### src/rtl/dig_pll_core_if.sv
// dig_pll_core_if - pin bundle of the all-digital PLL core.
//   EN_VCO  : 1 = DCO runs and loop active, 0 = bypass and freeze
//   REF     : reference clock, asynchronous to the system clock
//   VCO_IN  : external clock forwarded to CLK_OUT in bypass
//   VDDA/VDDD/VSSA/VSSD : supply pins, no functional effect
//   CLK_OUT : synthesized clock or bypass clock
//   LOCK    : frequency-lock indicator
//   FCW     : current frequency control word (observation)
// master = board/testbench side, slave = PLL core side.
interface dig_pll_core_if #(
   parameter int ACC_W = 16
);
   logic             EN_VCO;
   logic             REF;
   logic             VCO_IN;
   logic             VDDA;
   logic             VDDD;
   logic             VSSA;
   logic             VSSD;
   logic             CLK_OUT;
   logic             LOCK;
   logic [ACC_W-1:0] FCW;

   modport master (
      output EN_VCO, REF, VCO_IN, VDDA, VDDD, VSSA, VSSD,
      input  CLK_OUT, LOCK, FCW
   );

   modport slave (
      input  EN_VCO, REF, VCO_IN, VDDA, VDDD, VSSA, VSSD,
      output CLK_OUT, LOCK, FCW
   );
endinterface

### src/rtl/dig_pll_core.sv
// dig_pll_core - all-digital frequency-locked PLL core.
// A phase-accumulator DCO produces CLK_OUT. At every synchronized REF rising
// edge the DCO rising edges seen in the finished REF period are compared with
// MULT and the frequency control word is corrected by (error << GAIN_SH).
// Ports:
//   clk : fast system clock, all state on its rising edge
//   rst : asynchronous active-high reset
//   pll : dig_pll_core_if.slave (EN_VCO, REF, VCO_IN, supplies, CLK_OUT,
//         LOCK, FCW)
module dig_pll_core #(
   parameter int               ACC_W    = 16,
   parameter int               CNT_W    = 12,
   parameter int               MULT     = 8,
   parameter logic [ACC_W-1:0] FCW_INIT = 16'h0400,
   parameter int               GAIN_SH  = 4,
   parameter int               LOCK_TOL = 1,
   parameter int               LOCK_CNT = 4
) (
   input  logic            clk,
   input  logic            rst,
   dig_pll_core_if.slave   pll
);

   localparam int SUM_W = ACC_W + CNT_W + GAIN_SH + 2;
   localparam int LCW   = $clog2(LOCK_CNT + 1);
   localparam logic signed [SUM_W-1:0] FCW_MIN = SUM_W'(1);
   localparam logic signed [SUM_W-1:0] FCW_MAX = SUM_W'((2 ** (ACC_W - 1)) - 1);
   localparam logic signed [CNT_W:0]   MULT_E  = (CNT_W + 1)'(MULT);
   localparam logic signed [CNT_W:0]   TOL_P   = (CNT_W + 1)'(LOCK_TOL);
   localparam logic [LCW-1:0]          LOCK_N  = LCW'(LOCK_CNT);

   // ARM: next REF edge only opens a fresh window; TRACK: REF edges update FCW
   typedef enum logic {S_ARM, S_TRACK} loop_state_t;

   loop_state_t             state, state_nxt;
   logic                    en;
   logic                    ref_s1, ref_s2, ref_d, ref_rise;
   logic [ACC_W-1:0]        acc, fcw, fcw_nxt;
   logic                    dco_bit, dco_rise;
   logic [CNT_W-1:0]        cnt, cnt_eff;
   logic [LCW-1:0]          lock_cnt;
   logic                    win_end, do_upd, in_tol;
   logic signed [CNT_W:0]   err;
   logic signed [SUM_W-1:0] fcw_sum;
   logic                    unused_supply;

   assign en = pll.EN_VCO;

   // Two-flop synchronizer plus edge-detect delay flop.
   always_ff @(posedge clk or posedge rst) begin
      if (rst) begin
         ref_s1 <= 1'b0;
         ref_s2 <= 1'b0;
         ref_d  <= 1'b0;
      end else begin
         ref_s1 <= pll.REF;
         ref_s2 <= ref_s1;
         ref_d  <= ref_s2;
      end
   end
   assign ref_rise = ref_s2 & ~ref_d;

   // Phase accumulator DCO; dco_bit is the registered accumulator MSB.
   always_ff @(posedge clk or posedge rst) begin
      if (rst) begin
         acc     <= '0;
         dco_bit <= 1'b0;
      end else if (en) begin
         acc     <= acc + fcw;
         dco_bit <= acc[ACC_W-1];
      end
   end
   // dco_bit is about to go 0->1 on this clock edge.
   assign dco_rise = en & acc[ACC_W-1] & ~dco_bit;

   // Loop FSM: state register
   always_ff @(posedge clk or posedge rst) begin
      if (rst) state <= S_ARM;
      else     state <= state_nxt;
   end

   // Loop FSM: next state
   always_comb begin
      state_nxt = state;
      if (!en)           state_nxt = S_ARM;
      else if (ref_rise) state_nxt = S_TRACK;
   end

   // Loop FSM: outputs
   always_comb begin
      win_end = en & ref_rise;
      do_upd  = en & ref_rise & (state == S_TRACK);
   end

   // A DCO edge landing on ref_rise is folded into the window that ends.
   assign cnt_eff = (dco_rise && (cnt != '1)) ? cnt + 1'b1 : cnt;

   always_ff @(posedge clk or posedge rst) begin
      if (rst)          cnt <= '0;
      else if (win_end) cnt <= '0;
      else              cnt <= cnt_eff;
   end

   // Frequency error and saturated FCW correction.
   always_comb begin
      err     = MULT_E - $signed({1'b0, cnt_eff});
      in_tol  = (err <= TOL_P) && (err >= -TOL_P);
      fcw_sum = $signed({{(SUM_W - ACC_W){1'b0}}, fcw})
              + ($signed({{(SUM_W - CNT_W - 1){err[CNT_W]}}, err}) <<< GAIN_SH);
      fcw_nxt = fcw_sum[ACC_W-1:0];
      if (fcw_sum < FCW_MIN)      fcw_nxt = FCW_MIN[ACC_W-1:0];
      else if (fcw_sum > FCW_MAX) fcw_nxt = FCW_MAX[ACC_W-1:0];
   end

   always_ff @(posedge clk or posedge rst) begin
      if (rst)         fcw <= FCW_INIT;
      else if (do_upd) fcw <= fcw_nxt;
   end

   always_ff @(posedge clk or posedge rst) begin
      if (rst)              lock_cnt <= '0;
      else if (!en)         lock_cnt <= '0;
      else if (do_upd) begin
         if (!in_tol)              lock_cnt <= '0;
         else if (lock_cnt < LOCK_N) lock_cnt <= lock_cnt + 1'b1;
      end
   end

   assign pll.LOCK    = (lock_cnt >= LOCK_N);
   assign pll.CLK_OUT = en ? dco_bit : pll.VCO_IN;
   assign pll.FCW     = fcw;

   // Supply pins carry no function; they terminate in a deliberately unused net.
   assign unused_supply = ^{pll.VDDA, pll.VDDD, pll.VSSA, pll.VSSD};

endmodule

### src/flat_wrapper.sv
// flat-port wrapper written by rule: the top's interface ports become plain ports
module dig_pll_core_flat 
#(
   parameter int               ACC_W    = 16,
   parameter int               CNT_W    = 12,
   parameter int               MULT     = 8,
   parameter logic [ACC_W-1:0] FCW_INIT = 16'h0400,
   parameter int               GAIN_SH  = 4,
   parameter int               LOCK_TOL = 1,
   parameter int               LOCK_CNT = 4
)
  (clk, rst, pll_EN_VCO, pll_REF, pll_VCO_IN, pll_VDDA, pll_VDDD, pll_VSSA, pll_VSSD, pll_CLK_OUT, pll_LOCK, pll_FCW);
  dig_pll_core_if #(.ACC_W(ACC_W)) pll_i ();
  input  logic clk;
  input  logic rst;
  input wire logic [$bits(pll_i.EN_VCO)-1:0] pll_EN_VCO;
  input wire logic [$bits(pll_i.REF)-1:0] pll_REF;
  input wire logic [$bits(pll_i.VCO_IN)-1:0] pll_VCO_IN;
  input wire logic [$bits(pll_i.VDDA)-1:0] pll_VDDA;
  input wire logic [$bits(pll_i.VDDD)-1:0] pll_VDDD;
  input wire logic [$bits(pll_i.VSSA)-1:0] pll_VSSA;
  input wire logic [$bits(pll_i.VSSD)-1:0] pll_VSSD;
  output wire logic [$bits(pll_i.CLK_OUT)-1:0] pll_CLK_OUT;
  output wire logic [$bits(pll_i.LOCK)-1:0] pll_LOCK;
  output wire logic [$bits(pll_i.FCW)-1:0] pll_FCW;
  assign pll_i.EN_VCO = pll_EN_VCO;
  assign pll_i.REF = pll_REF;
  assign pll_i.VCO_IN = pll_VCO_IN;
  assign pll_i.VDDA = pll_VDDA;
  assign pll_i.VDDD = pll_VDDD;
  assign pll_i.VSSA = pll_VSSA;
  assign pll_i.VSSD = pll_VSSD;
  assign pll_CLK_OUT = pll_i.CLK_OUT;
  assign pll_LOCK = pll_i.LOCK;
  assign pll_FCW = pll_i.FCW;
  dig_pll_core #(.ACC_W(ACC_W), .CNT_W(CNT_W), .MULT(MULT), .FCW_INIT(FCW_INIT), .GAIN_SH(GAIN_SH), .LOCK_TOL(LOCK_TOL), .LOCK_CNT(LOCK_CNT)) u_core (.clk(clk), .rst(rst), .pll(pll_i));
endmodule
### config.mk
export PLATFORM = sky130hd
export DESIGN_NAME = dig_pll_core_flat
export DESIGN_NICKNAME = d
export VERILOG_FILES = /design/src/rtl/dig_pll_core_if.sv /design/src/rtl/dig_pll_core.sv /design/src/flat_wrapper.sv
export SDC_FILE = /design/constraint.sdc
export NUM_CORES = 1
export LEC_CHECK = 0
export ABC_AREA = 1
export CAP_MARGIN = 20
export CORE_UTILIZATION = 62
export CTS_BUF_LIST = sky130_fd_sc_hd__clkbuf_4
export DETAILED_ROUTE_END_ITERATION = 16
export PLACE_DENSITY = 0.83
export SLEW_MARGIN = 20
export SYNTH_ARGS = -nofsm -noshare
export SYNTH_HDL_FRONTEND = slang
export SYNTH_SLANG_ARGS = --single-unit
### constraint.sdc
create_clock -name clk -period 4.1 [get_ports clk]
set_input_delay 0.82 -clock clk [delete_from_list [all_inputs] [get_ports clk]]
set_output_delay 0.82 -clock clk [all_outputs]
set_load 0.01 [all_outputs]
==> implementation parameters, run 1 <==
Parameter                              Value

Clock network
  Largest buffer count on any clock path ... 2
  Clock sink count ... 50
  H-Tree Level Count ... 2
  Cell at the root of the clock tree ... sky130_fd_sc_hd__clkbuf_4
  Clock transition at the registers of the reported paths ... 0.17 ns
  Number of buffers inserted for hold repair after clock tree synthesis ... 0
  CTS tree ... built
  Clk_lat worst skew ... approximately 0.4 ns
  Number of buffers added by the clock tree synthesis step ... 5

Hold path
  Startpoint of the most critical hold path ... u_core.ref_s1$_DFF_PP0_
  Worst Hold Depth ... 0
  Hold Crit Class ... flip-flop to flip-flop
  Endpoint with the worst hold slack ... u_core.ref_s2$_DFF_PP0_

Global routing
  Total track usage ... between 30% and 40%
  Grt total ovfl ... 0
  Pin count of the biggest net entering global routing ... 51
  Wire length of the first global-routing pass ... ~18000 um
  Antenna violations before repair ... 0
  Via count of the first global-routing pass ... 4110

Detailed routing
  Vias ... 4625
  Number of DRC markers in iteration 0 ... 473
  Number of nets with antenna violations after detailed routing ... 0
  Routed wire per std cell ... 15.50 um
  Drt via density ... approximately 5.8
  Remaining routing DRC violations ... 0
  Iteration count of the initial detailed-routing pass ... 8
  Wire length after detailed routing ... 12310 um

Floorplan
  Effective utilization at floorplan ... ~66%
  Die footprint ... 0.007172 mm2
  Number of placement rows ... 29
  Core Box Area ... roughly 0.0065 mm2
  Die Height ... roughly 85 um
  Top-level port count ... 27
  Horizontal extent of the die ... about 85 um

Critical path
  Critical R2R Capture ... u_core.pll.FCW[8]$_DFFE_PP0P_
  Classification of the worst setup path ... flip-flop to flip-flop
  R2r worst-path depth ... 28
  Setup crit end kind ... flip-flop
  Worst setup SP type ... flip-flop
  Critical path fanouts, max ... 6
  Register-to-Register Setup Slack ... -0.02 ns
  Critical-path top delay cell ... sky130_fd_sc_hd__dfrtp_1
  Stage delay of the slowest cell on the critical path ... 0.49 ns
  Reg2reg start ... u_core.cnt[1]$_DFF_PP0_
  Req. time, crit path ... between 4 and 5 ns
  Cell type with the highest occurrence count on the critical path ... sky130_fd_sc_hd__nand2_1
  Signal arrival time at the worst endpoint ... around 4.4 ns

Logic synthesis
  Mapped Cells ... 618
  Portion of the post-synthesis area used by sequential elements ... 29.55%
  Distinct cells, synth ... 36
  Yosys synthesis warning count ... 0
  Synth Net Count ... 666
  Total of flip-flops plus latches after synthesis ... 50
  Mean instance size in the synthesized netlist ... slightly below 7 um2
  Post-Syn Area ... roughly 0.0042 mm2

Power
  Power consumption ... 5.222 mW
  Part of the total power dissipated in sequential elements ... between 10% and 20%
  Power per cell area ... 963.2 mW/mm2
  Int Pwr ... between 2 and 3 mW
  Portion of total power attributed to combinational logic ... 78.4%
  Fraction of power spent switching nets ... between 40% and 50%
  Share of total power in the clock network ... ~5.0%
  Worst VDD drop ... 621.4 uV
  NetSw ... roughly 2.6 mW
  Pleak ... roughly 2.8 nW

Timing
  Final hold vios ... 0
  Setup clock skew after layout ... between 0.006 and 0.007 ns
  Final setup violation count ... 7
  Period Utilization, post-route ... 100.5%
  Min Clock Period, post-route ... just over 4 ns
  Hold WS ... about 0.38 ns
  Pins Over Slew Limit ... 0
  Worst-case setup margin in the final layout ... -0.02176 ns
  Maximum achievable frequency ... 242.6 MHz
  Worst rel slew slack ... between 40% and 50%
  Transition at the pin with the smallest max-transition slack ... roughly 0.89 ns

Placed design
  Placer Congestion ... roughly 0.89
  Final HPWL from detailed placement ... 8152 um
  Placed Instance Area ... ~0.005 mm2
  I/O Buffers ... 22

Layout
  Highest-count cells in the layout ignoring fill and taps ... 186 x sky130_fd_sc_hd__nand2_1, 77 x sky130_fd_sc_hd__buf_4, 73 x sky130_fd_sc_hd__inv_1
  Area of the multi-input gates ... around 0.0029 mm2
  Layout Nets ... 764
  Fraction of layout cells with a size suffix above 1 ... about a quarter
  Total inserted antenna cells ... 0
  Sequential cell area ... between 0.001 and 0.0015 mm2
  Leading cell type in the layout, fill and taps excluded ... sky130_fd_sc_hd__nand2_1
  Post-route standard cell area excluding fillers ... 0.005421 mm2
  Post-synthesis to final-layout area growth ... 27.89%
  Number of inserted filler cells in the final layout ... 400

Run status
  Failing checks ... setup timing
  Result of the run ... complete, but fails checks

Flow run
  Max-Cap Viols ... 0
-- timing repair --
action / CTS / global route
buffers inserted: 0 / 8
endpoints found under the setup margin: 13 / 13
gates resized for setup: 8 / 49
gates cloned: 0 / 2
pin swaps: 7 / 21
-- critical path: cells and delay by family, from the launching register on --
| kind | cells | cell delay (ns) |
|---|---|---|
| compound gates | 1 | 0.16 |
| xor+xnor | 2 | 0.40 |
| fa+ha+maj | 3 | 0.60 |
| buf+inv | 2 | 0.19 |
| flops | 1 | 0.49 |
| simple gates | 20 | 2.19 |
-- per-stage QoR --
stage	worst slack, ns	instances	setup TNS (ns)	util (%)
3_5_place_dp	-0.4950	776	-6.129	77.61
5_1_grt	-0.2123	794	-2.346	83.94
6_report	-0.02176	794	-0.09731	83.94
3_3_place_gp	-0.3498	776	-4.308	77.61
2_1_floorplan	0.3427	618	0	-
4_1_cts	0.008759	784	0	78.92
-- worst max-delay path by stage --
stage                            start                        endpoint  slack [ns]  cells past startpoint
2_1_floorplan  u_core.cnt[0]$_DFF_PP0_   u_core.pll.FCW[7]$_DFFE_PP0P_        0.34                     28
3_3_place_gp                pll_EN_VCO   u_core.pll.FCW[7]$_DFFE_PP0P_       -0.35                     24
3_5_place_dp                pll_EN_VCO   u_core.pll.FCW[4]$_DFFE_PP0P_       -0.49                     25
4_1_cts                     pll_EN_VCO   u_core.pll.FCW[4]$_DFFE_PP0P_       0.009                     28
5_1_grt        u_core.cnt[1]$_DFF_PP0_  u_core.pll.FCW[10]$_DFFE_PP1P_       -0.21                     29
6_report       u_core.cnt[1]$_DFF_PP0_   u_core.pll.FCW[8]$_DFFE_PP0P_       -0.02                     28
-- cells by family (layout without fill, tap and decap cells) --
kind of cell	count (synthesis)	after routing	synth area share (%)
flip-flops	50	50	29.55
AO/OA/AOI/OAI	65	65	8.264
buffers and inverters	96	194	9.238
XOR/XNOR	20	20	4.132
AND/OR/NAND/NOR	348	349	36.95
adder cells (fa/ha/maj)	39	39	11.87
-- power by group through the flow --
stage / registers [mW] / logic, mW / clock network (mW)
after floorplan: 0.804 / 2.14 / 0
after CTS: 0.827 / 3.54 / 0.258
after global routing: 0.878 / 4.47 / 0.282
final: 0.864 / 4.09 / 0.264
after global placement: 0.824 / 3.33 / 0
after detailed placement: 0.835 / 3.46 / 0
-- registers in the layout, indices dropped and copies added, names as in the netlist --
| register | cells |
|---|---|
| u_core.dco_bit | 1 |
| u_core.lock_cnt | 3 |
| u_core.acc | 16 |
| u_core.ref_s1 | 1 |
| u_core.state | 1 |
| u_core.ref_d | 1 |
| u_core.pll.FCW | 14 |
| u_core.cnt | 12 |
| u_core.ref_s2 | 1 |
-- final cells by class --
type | count | area share [%]
clock inverters | 3 | 0.4154
repair buffers | 102 | 15.28
flip-flops and latches | 50 | 23.12
well taps | 77 | 1.777
inverters | 84 | 5.839
clock buffers | 5 | 0.6924
multi-input cells | 473 | 52.87
-- layer usage --
layer | routed length (um) | GRT usage (%) | vias to the layer above | part of all wire (%)
met2 | 5797 | 55.73 | 236 | 47
met1 | 5105 | 40.19 | 2152 | 41
li1 | - | - | 2160 | -
met4 | 531 | 8.475 | 0 | 4.3
met3 | 870 | 4.326 | 77 | 7.1
met5 | 0 | 0 | - | 0
-- cell usage after synthesis (all sizes together) --
cell type | n | area share [%]
o31ai | 1 | 0.18
dfrtp | 49 | 29
a21boi | 1 | 0.18
nor3 | 6 | 0.71
inv | 84 | 7.4
buf | 6 | 1.3
and2 | 1 | 0.15
ha | 37 | 11
xor2 | 13 | 2.7
clkbuf | 6 | 0.53
o2111ai | 1 | 0.21
xnor2 | 7 | 1.4
nand3 | 44 | 6.7
or2 | 3 | 0.44
nand3b | 4 | 0.71
o21ai | 27 | 3.2
nand2 | 212 | 20
nand4 | 16 | 2.4
nor2 | 62 | 6.3
dfstp | 1 | 0.62
o21bai | 4 | 0.71
fa | 2 | 0.94
a21oi | 28 | 3.3
a21o | 2 | 0.35
a31oi | 1 | 0.15
Power figures use the tool's default switching activity.
==> run 2: changes to the inputs <==
--- a/config.mk
+++ b/config.mk
@@ -6,10 +6,12 @@
 export NUM_CORES = 1
 export LEC_CHECK = 0
 export ABC_AREA = 1
+export ABC_CLOCK_PERIOD_IN_PS = 4100
 export CAP_MARGIN = 20
 export CORE_UTILIZATION = 62
 export CTS_BUF_LIST = sky130_fd_sc_hd__clkbuf_4
 export DETAILED_ROUTE_END_ITERATION = 16
+export MAX_ROUTING_LAYER = met4
 export PLACE_DENSITY = 0.83
 export SLEW_MARGIN = 20
 export SYNTH_ARGS = -nofsm -noshare
==> run 2 against run 1 <==
Compared with the run above: the run still ends with setup timing left; non-clock buffer count rose by 12; critical endpoint is now u_core.pll.FCW[9]$_DFFE_PP0P_; sequential power fell by 0.5%; design area rose by 2.1%; sequential share of layout area fell by 0.48 points; critical path depth fell by 2; first-iteration DRC count rose by 46%; core utilization rose by 1.8 points.
==> implementation parameters, run 2 (synthesis gave the netlist of run 1 again) <==
Parameter                              Value

Critical path
  Worst setup SP type ... flip-flop (unchanged)
  Req. time, crit path ... 4.39 ns (was 4.41 ns)
  Critical path fanouts, max ... 7 (was 6)
  Worst path buffer plus inverter count ... 3 (was 2)
  Top Family by Delay on Critical Path ... simple AND/OR/NAND/NOR gates (unchanged)
  Setup crit end kind ... flip-flop (unchanged)
  Classification of the worst setup path ... flip-flop to flip-flop (unchanged)
  Stage delay of the slowest cell on the critical path ... 0.57 ns (was 0.49 ns)
  Critical-path top delay cell ... sky130_fd_sc_hd__dfrtp_1 (unchanged)
  Cell type with the highest occurrence count on the critical path ... sky130_fd_sc_hd__nand2_1 (unchanged)
  Signal arrival time at the worst endpoint ... 4.55 ns (was 4.43 ns)

Hold path
  Hold Crit Class ... flip-flop to flip-flop (unchanged)

Detailed routing
  Iteration count of the initial detailed-routing pass ... 8 (unchanged)
  Remaining routing DRC violations ... 0 (unchanged)
  Drt via density ... 5.914 (was 5.825)
  Wire length after detailed routing ... 13480 um (was 12310 um)
  Number of nets with antenna violations after detailed routing ... 0 (unchanged)
  Number of DRC markers in iteration 0 ... 690 (was 473)
  Routed wire per std cell ... 16.73 um (was 15.50 um)
  Vias ... 4767 (was 4625)

Floorplan
  Die Height ... 84.69 um (unchanged)
  Top-level port count ... 27 (unchanged)
  Core Box Area ... 0.006459 mm2 (unchanged)
  Number of placement rows ... 29 (unchanged)
  Effective utilization at floorplan ... 65.63% (unchanged)
  Die footprint ... 0.007172 mm2 (unchanged)
  Horizontal extent of the die ... 84.69 um (unchanged)

Timing
  Maximum achievable frequency ... 234.6 MHz (was 242.6 MHz)
  Worst-case setup margin in the final layout ... -0.1631 ns (was -0.02176 ns)
  Final hold vios ... 0 (unchanged)
  Pins Over Slew Limit ... 0 (unchanged)
  Worst rel slew slack ... 39.17% (was 40.78%)
  Period Utilization, post-route ... 104.0% (was 100.5%)
  Final setup violation count ... 13 (was 7)
  Setup clock skew after layout ... 0.005671 ns (was 0.006651 ns)
  Transition at the pin with the smallest max-transition slack ... 0.9125 ns (was 0.8873 ns)
  Min Clock Period, post-route ... 4.263 ns (was 4.122 ns)
  Hold WS ... 0.3863 ns (was 0.3763 ns)

Global routing
  Met1 track demand over resource ... 40.83% (was 40.19%)
  Total track usage ... 33.74% (was 31.41%)
  Grt total ovfl ... 0 (unchanged)
  Antenna violations before repair ... 0 (unchanged)
  Met2 Use GR ... 57.58% (was 55.73%)
  Pin count of the biggest net entering global routing ... 51 (unchanged)
  Via count of the first global-routing pass ... 4328 (was 4110)
  Wire length of the first global-routing pass ... 18830 um (was 18130 um)
  Met3 Use GR ... 5.801% (was 4.326%)
  Busiest layer in global routing ... met2 (unchanged)

Clock network
  Largest buffer count on any clock path ... 2 (unchanged)
  H-Tree Level Count ... 2 (unchanged)
  Clock transition at the registers of the reported paths ... 0.17 ns (about the same)
  Clk_lat worst skew ... 0.39 ns (about the same)
  Number of buffers added by the clock tree synthesis step ... 5 (unchanged)
  CTS tree ... built (unchanged)
  Number of buffers inserted for hold repair after clock tree synthesis ... 0 (unchanged)
  Cell at the root of the clock tree ... sky130_fd_sc_hd__clkbuf_4 (unchanged)
  Clock sink count ... 50 (unchanged)

Power
  Worst VDD drop ... 655.6 uV (was 621.4 uV)
  Pleak ... 2.927 nW (was 2.834 nW)
  Power per cell area ... 1050 mW/mm2 (was 963.2 mW/mm2)
  Power consumption ... 5.816 mW (was 5.222 mW)

Layout
  Number of inserted filler cells in the final layout ... 343 (was 400)
  Highest-count cells in the layout ignoring fill and taps ... 190 x sky130_fd_sc_hd__nand2_1, 90 x sky130_fd_sc_hd__buf_4, 74 x sky130_fd_sc_hd__inv_1 (was 186 x sky130_fd_sc_hd__nand2_1, 77 x sky130_fd_sc_hd__buf_4, 73 x sky130_fd_sc_hd__inv_1)
  Leading cell type in the layout, fill and taps excluded ... sky130_fd_sc_hd__nand2_1 (unchanged)
  Fraction of layout cells with a size suffix above 1 ... 25.10% (was 24.41%)
  Register containing the most flip-flops in the final layout ... u_core.acc (unchanged)
  Post-synthesis to final-layout area growth ... 30.61% (was 27.89%)
  Largest register FFs ... 16 (unchanged)
  Total inserted antenna cells ... 0 (unchanged)
  Layout Nets ... 776 (was 764)
  Final core occ ... 85.72% (was 83.94%)
  Post-route standard cell area excluding fillers ... 0.005537 mm2 (was 0.005421 mm2)

Placed design
  Worst setup slack after placement ... -0.5326 ns (was -0.4950 ns)
  Placed Instance Area ... 0.005020 mm2 (was 0.005012 mm2)
  Placer Congestion ... 0.8907 (was 0.8901)
  Final HPWL from detailed placement ... 8171 um (was 8152 um)
  I/O Buffers ... 22 (unchanged)

Flow run
  Max-Cap Viols ... 0 (unchanged)

Run status
  Result of the run ... complete, but fails checks (unchanged)
  Failing checks ... setup timing (unchanged)
==> run 2: cell count changes in the layout (fill, tap and decap cells not counted), moves of 2 or more <==
cell	delta
sky130_fd_sc_hd__ha_1	+2
sky130_fd_sc_hd__nand3_1	+2
sky130_fd_sc_hd__buf_4	+13
sky130_fd_sc_hd__nand2_1	+4
sky130_fd_sc_hd__nand2_2	-5
sky130_fd_sc_hd__nand3_2	-3
sky130_fd_sc_hd__inv_2	-2
sky130_fd_sc_hd__ha_4	-2
==> run 2: worst paths after layout <==
path | slack [ns] | depth (start not counted) | start | endpoint
max reg2reg | -0.16 | 26 | u_core.cnt[2]$_DFF_PP0_ | u_core.pll.FCW[9]$_DFFE_PP0P_
min in group asynchronous | 0.89 | 2 | rst | u_core.dco_bit$_DFFE_PP0P_
min reg2reg | 0.39 | 0 | u_core.ref_s1$_DFF_PP0_ | u_core.ref_s2$_DFF_PP0_
max | -0.16 | 26 | u_core.cnt[2]$_DFF_PP0_ | u_core.pll.FCW[9]$_DFFE_PP0P_
min | 0.39 | 0 | u_core.ref_s1$_DFF_PP0_ | u_core.ref_s2$_DFF_PP0_
max in group asynchronous | 2.64 | 2 | rst | u_core.cnt[0]$_DFF_PP0_
==> run 2: final cells by class <==
class	instances	area, um2	share of cell area [%]
repair buffers	114	914.6	16.52
well taps	77	96.34	1.740
inverters	84	319.1	5.763
clock inverters	3	43.79	0.7910
clock buffers	5	37.54	0.6780
flip-flops and latches	50	1254	22.64
multi-input cells	473	2872	51.86
==> run 2: metrics by stage <==
stage | instances | setup TNS, ns
3_3_place_gp | 777 | -4.419
4_1_cts | 795 | 0
3_5_place_dp | 777 | -6.457
5_1_grt | 806 | -4.445
2_1_floorplan | 618 | 0
6_report | 806 | -1.634
==> run 2: timing repair <==
| item | 4_1_cts | 5_1_grt |
|---|---|---|
| buffers inserted | 9 | 10 |
| gates resized for setup | 15 | 42 |
| gates cloned | 1 | 1 |
| pin swaps | 9 | 21 |
| endpoints found under the setup margin | 13 | 13 |
==> run 2: per-layer routing <==
metal | share of wire [%] | vias to the layer above
li1 | - | 2184
met1 | 38 | 2205
met2 | 47 | 290
met3 | 9.5 | 88
met4 | 5.2 | 0
met5 | 0 | -
==> run 2: where the power goes <==
group | switching (mW) | leakage, nW | internal, mW
Sequential | 0.206 | 0.630 | 0.654
Combinational | 2.44 | 2.25 | 2.20
Clock | 0.184 | 0.0456 | 0.130
Total | 2.83 | 2.93 | 2.99
==> run 3: changes to the inputs <==
--- a/config.mk
+++ b/config.mk
@@ -8,9 +8,11 @@
 export ABC_AREA = 1
 export ABC_CLOCK_PERIOD_IN_PS = 4100
 export CAP_MARGIN = 20
+export CORE_ASPECT_RATIO = 1.5
 export CORE_UTILIZATION = 62
 export CTS_BUF_LIST = sky130_fd_sc_hd__clkbuf_4
 export DETAILED_ROUTE_END_ITERATION = 16
+export HOLD_SLACK_MARGIN = 0.06
 export MAX_ROUTING_LAYER = met4
 export PLACE_DENSITY = 0.83
 export SLEW_MARGIN = 20
==> run 3 against run 2 <==
Compared with the run above: the run still ends with setup timing left; sequential share of layout area shrank 0.34 points; register-to-register slack is essentially flat; flip-flop and latch count is the same; critical path depth grew 2; die area grew 0.10%; count of clock-buffer cells in the layout is the same; sequential power shrank 2%; via count shrank 2.0%.
==> implementation parameters, run 3 (synthesis gave the netlist of run 1 again) <==
Parameter                              Value

Detailed routing
  Vias ... 4670 (was 4767)
  Iteration count of the initial detailed-routing pass ... 8 (unchanged)
  DR WL met3 ... 652 um (was 1282 um)
  Met1 routed wirelength after detailed routing ... 4541 um (was 5165 um)
  Drt via density ... 5.816 (was 5.914)
  Top layer reached by signal wires ... met4 (unchanged)
  Remaining routing DRC violations ... 0 (unchanged)
  Number of nets with antenna violations after detailed routing ... 0 (unchanged)
  Met2 layer wire length in the routed design ... 7273 um (was 6334 um)
  Routed wire per std cell ... 16.49 um (was 16.73 um)
  Number of DRC markers in iteration 0 ... 333 (was 690)
  Wire length after detailed routing ... 13240 um (was 13480 um)

Power
  Pleak ... 2.946 nW (was 2.927 nW)
  Fraction of power spent switching nets ... 48.98% (was 48.66%)
  Int Pwr ... 2.931 mW (was 2.986 mW)
  Portion of total power attributed to combinational logic ... 78.9% (was 79.8%)
  NetSw ... 2.813 mW (was 2.830 mW)
  Power consumption ... 5.744 mW (was 5.816 mW)
  Part of the total power dissipated in sequential elements ... 14.6% (was 14.8%)
  Worst VDD drop ... 685.0 uV (was 655.6 uV)
  Power per cell area ... 1022 mW/mm2 (was 1050 mW/mm2)
  Share of total power in the clock network ... 6.5% (was 5.4%)

Placed design
  I/O Buffers ... 22 (unchanged)
  Placer Congestion ... 0.8953 (was 0.8907)
  Final HPWL from detailed placement ... 8512 um (was 8171 um)

Layout
  Register containing the most flip-flops in the final layout ... u_core.acc (unchanged)
  Post-synthesis to final-layout area growth ... 32.59% (was 30.61%)
  Highest-count cells in the layout ignoring fill and taps ... 187 x sky130_fd_sc_hd__nand2_1, 87 x sky130_fd_sc_hd__buf_4, 74 x sky130_fd_sc_hd__inv_1 (was 190 x sky130_fd_sc_hd__nand2_1, 90 x sky130_fd_sc_hd__buf_4, 74 x sky130_fd_sc_hd__inv_1)
  Number of inserted filler cells in the final layout ... 349 (was 343)
  Leading cell type in the layout, fill and taps excluded ... sky130_fd_sc_hd__nand2_1 (unchanged)
  Largest register FFs ... 16 (unchanged)
  Fraction of layout cells with a size suffix above 1 ... 26.55% (was 25.10%)
  Total inserted antenna cells ... 0 (unchanged)
  Layout Nets ... 774 (was 776)

Timing
  Maximum achievable frequency ... 234.4 MHz (was 234.6 MHz)
  Final setup violation count ... 13 (unchanged)
  Setup clock skew after layout ... 0.009760 ns (was 0.005671 ns)
  Transition at the pin with the smallest max-transition slack ... 0.8969 ns (was 0.9125 ns)
  Worst rel slew slack ... 40.14% (was 39.17%)
  Final hold vios ... 0 (unchanged)
  Min Clock Period, post-route ... 4.267 ns (was 4.263 ns)
  Worst-case setup margin in the final layout ... -0.1667 ns (was -0.1631 ns)
  Period Utilization, post-route ... 104.1% (was 104.0%)
  Hold WS ... 0.3750 ns (was 0.3863 ns)
  Pins Over Slew Limit ... 0 (unchanged)

Clock network
  CTS tree ... built (unchanged)
  H-Tree Level Count ... 2 (unchanged)
  Cell at the root of the clock tree ... sky130_fd_sc_hd__clkbuf_4 (unchanged)
  Clk_lat worst skew ... 0.41 ns (was 0.39 ns)
  Number of buffers added by the clock tree synthesis step ... 5 (unchanged)
  Clock sink count ... 50 (unchanged)
  Largest buffer count on any clock path ... 2 (unchanged)
  Number of buffers inserted for hold repair after clock tree synthesis ... 0 (unchanged)
  Clock transition at the registers of the reported paths ... 0.16 ns (was 0.17 ns)

Floorplan
  Horizontal extent of the die ... 69.52 um (was 84.69 um)
  Number of placement rows ... 36 (was 29)
  Top-level port count ... 27 (unchanged)
  Die Height ... 103.3 um (was 84.69 um)
  Effective utilization at floorplan ... 64.90% (was 65.63%)
  Core Box Area ... 0.006531 mm2 (was 0.006459 mm2)
  Die footprint ... 0.007179 mm2 (was 0.007172 mm2)

Critical path
  Cell type with the highest occurrence count on the critical path ... sky130_fd_sc_hd__nand2_1 (unchanged)
  Worst setup SP type ... flip-flop (unchanged)
  Critical-path top delay cell ... sky130_fd_sc_hd__dfrtp_1 (unchanged)
  Setup crit end kind ... flip-flop (unchanged)
  Register-to-Register Setup Slack ... -0.17 ns (was -0.16 ns)
  Critical R2R Capture ... u_core.pll.FCW[11]$_DFFE_PP0P_ (was u_core.pll.FCW[9]$_DFFE_PP0P_)
  Reg2reg start ... u_core.cnt[1]$_DFF_PP0_ (was u_core.cnt[2]$_DFF_PP0_)
  Signal arrival time at the worst endpoint ... 4.58 ns (was 4.55 ns)
  Classification of the worst setup path ... flip-flop to flip-flop (unchanged)
  Req. time, crit path ... 4.41 ns (was 4.39 ns)
  Stage delay of the slowest cell on the critical path ... 0.42 ns (was 0.57 ns)
  Critical path fanouts, max ... 8 (was 7)
  R2r worst-path depth ... 28 (was 26)

Run status
  Result of the run ... complete, but fails checks (unchanged)
  Failing checks ... setup timing (unchanged)

Global routing
  Antenna violations before repair ... 0 (unchanged)
  Pin count of the biggest net entering global routing ... 51 (unchanged)
  Grt total ovfl ... 0 (unchanged)
  Wire length of the first global-routing pass ... 17940 um (was 18830 um)
  Via count of the first global-routing pass ... 4263 (was 4328)
  Total track usage ... 32.42% (was 33.74%)

Hold path
  Hold Crit Class ... flip-flop to flip-flop (unchanged)
  Startpoint of the most critical hold path ... u_core.ref_s1$_DFF_PP0_ (unchanged)
  Worst Hold Depth ... 0 (unchanged)
  Endpoint with the worst hold slack ... u_core.ref_s2$_DFF_PP0_ (unchanged)

Flow run
  Max-Cap Viols ... 0 (unchanged)
==> run 3: how the worst max path moves through the flow <==
stage / cells after the start / from / to / slack [ns]
after floorplan: 28 / u_core.cnt[0]$_DFF_PP0_ / u_core.pll.FCW[7]$_DFFE_PP0P_ / 0.34
after global placement: 24 / pll_EN_VCO / u_core.pll.FCW[6]$_DFFE_PP0P_ / -0.45
after detailed placement: 24 / pll_EN_VCO / u_core.pll.FCW[11]$_DFFE_PP0P_ / -0.53
after CTS: 26 / pll_EN_VCO / u_core.pll.FCW[11]$_DFFE_PP0P_ / 0.02
after global routing: 28 / u_core.cnt[1]$_DFF_PP0_ / u_core.pll.FCW[4]$_DFFE_PP0P_ / -0.31
final: 28 / u_core.cnt[1]$_DFF_PP0_ / u_core.pll.FCW[11]$_DFFE_PP0P_ / -0.17
==> run 3: layout make-up <==
cell class,count,area [um2],share of cell area (%)
Multi-Input combinational cell,473,2937,52.25
Timing Repair Buffer,112,909.6,16.18
Clock inverter,3,68.82,1.224
Inverter,84,319.1,5.677
Clock buffer,5,37.54,0.6679
Tap cell,76,95.09,1.692
Sequential cell,50,1254,22.31
==> run 3: metal layers <==
| metal | vias to the layer above | track usage [%] |
|---|---|---|
| met5 | - | - |
| met4 | 0 | 15.70 |
| met3 | 77 | 2.810 |
| met2 | 223 | 64.68 |
| met1 | 2186 | 31.20 |
| li1 | 2184 | - |
==> run 3: critical path, delay by kind of cell, from the launching register on <==
kind | cells | cell delay, ns
AOI/OAI and AO/OA | 1 | 0.14
xor gates and xnor gates | 1 | 0.27
adders and majority gates | 2 | 0.45
buffers and inverters | 5 | 0.63
DFF | 1 | 0.42
and+or+nand+nor | 19 | 2.23
==> run 3: what timing repair did <==
| action | CTS | global route |
|---|---|---|
| cloned | 0 | 1 |
| resized for setup | 7 | 66 |
| buffers inserted | 0 | 12 |
| pin swaps | 1 | 31 |
| endpoints found under the setup margin | 13 | 13 |
==> run 3: power groups by stage <==
stage,sequential [mW],clock (mW),combinational (mW)
floorplan,0.804,0,2.14
global placement,0.804,0,3.44
detailed placement,0.816,0,3.58
CTS,0.809,0.372,3.65
global route,0.853,0.386,4.87
finish,0.840,0.374,4.53
==> run 3: per-stage QoR <==
| step | worst slack [ns] | util (%) | TNS (ns) | cell area [um2] | cells |
|---|---|---|---|---|---|
| after floorplan | 0.3427 | - | 0 | 4239 | 618 |
| after global placement | -0.4486 | 77.53 | -5.623 | 5064 | 782 |
| after detailed placement | -0.5271 | 77.53 | -6.534 | 5064 | 782 |
| after CTS | 0.01529 | 79.62 | 0 | 5200 | 790 |
| after global routing | -0.3117 | 86.05 | -3.537 | 5620 | 803 |
| final | -0.1667 | 86.05 | -1.617 | 5620 | 803 |
